==> config.mk <==
export PLATFORM = sky130hd
export DESIGN_NAME = register_bank
export DESIGN_NICKNAME = d
export VERILOG_FILES = /design/src/rtl/register_bank.sv
export SDC_FILE = /design/constraint.sdc
export NUM_CORES = 1
export LEC_CHECK = 0
export CORE_UTILIZATION = 49
export CTS_CLUSTER_SIZE = 20
export DETAILED_ROUTE_END_ITERATION = 16
export MAX_ROUTING_LAYER = met4
export PLACE_DENSITY = 0.94
export SYNTH_ARGS = -nofsm -noshare
export SYNTH_HDL_FRONTEND = slang
export SYNTH_SLANG_ARGS = --single-unit
==> constraint.sdc <==
create_clock -name clk -period 2.1 [get_ports clk]
set_clock_uncertainty 0.15 [all_clocks]
set_input_delay 0.42 -clock clk [delete_from_list [all_inputs] [get_ports clk]]
set_output_delay 0.42 -clock clk [all_outputs]
set_load 0.05 [all_outputs]
==> src/rtl/register_bank.sv <==
// Eight-entry general-purpose register bank with a shared write bus and
// per-register write enables; every register is visible on its own output.
module register_bank #(
   parameter int unsigned DATA_WIDTH = 16
) (
   input  logic                  clk,
   input  logic                  rst,
   input  logic [7:0]            en,
   input  logic [DATA_WIDTH-1:0] to_dest_reg,
   output logic [DATA_WIDTH-1:0] q0,
   output logic [DATA_WIDTH-1:0] q1,
   output logic [DATA_WIDTH-1:0] q2,
   output logic [DATA_WIDTH-1:0] q3,
   output logic [DATA_WIDTH-1:0] q4,
   output logic [DATA_WIDTH-1:0] q5,
   output logic [DATA_WIDTH-1:0] q6,
   output logic [DATA_WIDTH-1:0] q7
);

   logic [DATA_WIDTH-1:0] regs_q [8];
   logic [DATA_WIDTH-1:0] regs_d [8];

   // Multi-hot enables are legal: every selected entry takes the same bus value.
   always_comb begin
      for (int i = 0; i < 8; i++) begin
         regs_d[i] = en[i] ? to_dest_reg : regs_q[i];
      end
   end

   always_ff @(posedge clk) begin
      for (int i = 0; i < 8; i++) begin
         if (rst) begin
            regs_q[i] <= '0;
         end else begin
            regs_q[i] <= regs_d[i];
         end
      end
   end

   assign q0 = regs_q[0];
   assign q1 = regs_q[1];
   assign q2 = regs_q[2];
   assign q3 = regs_q[3];
   assign q4 = regs_q[4];
   assign q5 = regs_q[5];
   assign q6 = regs_q[6];
   assign q7 = regs_q[7];

endmodule

==> impl_metrics.csv <==
group,metric,value,unit
timing,rsz0062_at_grt,"false",
timing,fin_ws,0.1353,ns
worst_setup_path,reg2regPathDepth,2,
worst_setup_path,crit_type,"flop to output pin",
drt,wire_per_inst,17.58,um
clocking,cts_buffers,17,
die,ioPinCount,154,
power_and_ir_drop,power_density,1035,mW/mm2
clocking,post_cts_buffers,0,
yosys,yosys_warnings,0,
drt,vias_per_cell,4.993,
timing,tightest_slew,0.5538,ns
die,die_height,100.8,um
yosys,ys_ff_latch,128,
drt,drt-total-wl,12.45,mm
global_route,grt_max_degree,49,
die,rows,35,
finish,fin_nets,592,
placed_design,dp_slack,0.2990,ns
drt,via_count,3535,
die,dieArea,0.01017,mm2
timing,fmax,0.5090,GHz
finish,syn2layout_area_growth,38.55,%
timing,hold_viol,0,
global_route,antenna_found_initial,0,
worst_setup_path,cp-startpoint,"regs_q[0][46]",
worst_setup_path,crit_slowest_cell,"dlygate4sd2_1",
worst_setup_path,slowest_delay,0.58,ns
finish,drive_gt1_share,9.499,%
timing,drv_slew,0,
global_route,globalRouteTotalUtil,25.92,%
run_status,status,"finished clean",
placed_design,port-buffer-count,153,
finish,largest_register_ffs,128,
yosys,synthCells,430,
timing,fin_tns_setup,0,ns
global_route,grt_pass1_vias,3536,
die,die_w,100.8,um
worst_setup_path,cp_max_fo,2,
worst_setup_path,worstReg2RegStart,"regs_q[1][40]",
worst_setup_path,start_kind,"flop",
finish,reg.largest.list,"regs_q x128",
min_path,holdCritStartpoint,"rst",
clocking,clk_pin_slew_worst_paths,0.06,ns
yosys,synth_area_per_cell,11.13,um2
clocking,ctsRootBufferMaster,"clkbuf_8",
clocking,cts_tree,"built",
placed_design,dp.cells,676,
worst_setup_path,crit_chain,"dlygate4sd2_1",
placed_design,post-dp-hpwl,8.252,mm
worst_setup_path,critical_path_depth,1,
min_path,hp-class,"input port to flop",
placed_design,gp_congestion,0.7670,
worst_setup_path,cp-end-kind,"output pin",
power_and_ir_drop,ir_drop,568.4,uV
job,drv_cap,0,
finish,top_register,"regs_q",
clocking,clkLatencyLatePin,0.50,ns
die,design.core.area,0.009371,mm2
finish,diodes,0,
clocking,cts_sinks,128,
drt,drt_iter0_markers,94,
worst_setup_path,worst_ep_required_time,1.53,ns
timing,period_needed,1.965,ns
worst_setup_path,crit_family,"buffers and inverters",
die,initial_utilization,51.08,%
drt,antenna_left,0,
worst_setup_path,worstPathArrival,1.39,ns
yosys,synth_cell_types,7,
drt,drt-pass1-iter-count,4,
yosys,synth_nets,456,
global_route,grt_pass1_wl,18.86,mm
yosys,syn_area,0.004787,mm2
worst_setup_path,endpoint,"q2[14]",
global_route,gr-total-overflow,0,
finish,stdcell_count,708,
worst_setup_path,critPathBufInv,1,
yosys,seq_area_frac_synth,53.53,%
drt,drc,0,
clocking,clockBufferDepth,2,
timing,finalSetupViolations,0,
power_and_ir_drop,p_leak,3.439,nW
timing,max_slew_margin,63.22,%
worst_setup_path,reg2reg_to,"regs_q[1][40]",
clocking,h-tree-depth,4,
worst_setup_path,reg2reg_slack,1.27,ns
timing,min_period_over_period,93.56,%
==> where the power goes <==
| part | total, mW | internal, mW | switching, mW |
|---|---|---|---|
| Combinational | 1.16 | 0.348 | 0.817 |
| Sequential | 2.65 | 2.58 | 0.0758 |
| Clock | 3.05 | 2.02 | 1.03 |
| Total | 6.87 | 4.94 | 1.92 |
==> cell usage in the layout (no fill, tap or decap) <==
cell and instances:
clkinv_2 4, clkdlybuf4s50_1 24, clkbuf_16 16, nor2_1 128, clkinv_4 2, buf_4 17
dfxtp_1 128, clkbuf_8 4, buf_12 8, bufinv_16 4, clkbuf_1 2, dlygate4sd2_1 114
mux2i_1 128
==> per-layer routing <==
metal	track usage, %	up-vias	routed length, um
met1	29.85	1703	5176
li1	-	1675	-
met3	6.311	15	798
met4	9.699	0	157
met5	-	-	0
met2	43.78	142	6315
==> cells by family after synthesis <==
group | count (synthesis) | synth area share, %
buffers and inverters | 46 | 9.671
flip-flops | 128 | 53.53
multiplexers | 128 | 26.76
AND/OR/NAND/NOR | 128 | 10.04
==> how the worst min path moves through the flow <==
stage               endpoint  slack [ns]  cells after the start
2_1_floorplan  regs_q[0][20]        0.52                      3
3_3_place_gp   regs_q[0][58]        0.32                      2
3_5_place_dp   regs_q[0][45]        0.33                      2
4_1_cts         regs_q[1][9]        0.17                      2
5_1_grt         regs_q[1][6]        0.19                      2
6_report       regs_q[1][13]        0.19                      2
==> synth_stat cells (all sizes together) <==
cell	number	area share, %
buf	41	9.3
clkbuf	5	0.39
dfxtp	128	54
mux2i	128	27
nor2	128	10
==> layout make-up <==
type                    instances  area, um2
repair buffers                163       1526
flip-flops and latches        128       2562
clock buffers                  22      462.9
multi-input cells             256       1762
well taps                     129      161.4
fillers                       745       2739
clock inverters                10      157.7
==> metrics by stage <==
stage / hold slack (ns) / cell area [um2] / util [%] / total power [mW]
after detailed placement: 0.3315 / 6155 / 65.67 / 3.957
after global placement: 0.3220 / 6155 / 65.67 / 3.928
after global routing: 0.1895 / 6633 / 70.77 / 7.086
after CTS: 0.1735 / 6633 / 70.77 / 6.903
final: 0.1857 / 6633 / 70.77 / 6.866
after floorplan: 0.5226 / 4787 / - / 3.577
==> what timing repair did <==
action,in CTS,in global routing
hold buffers,0,0
endpoints found under the setup margin,114,0
resized for setup,114,0
endpoints found under the hold margin,0,0
No activity file was read; power rests on OpenSTA's default activity.
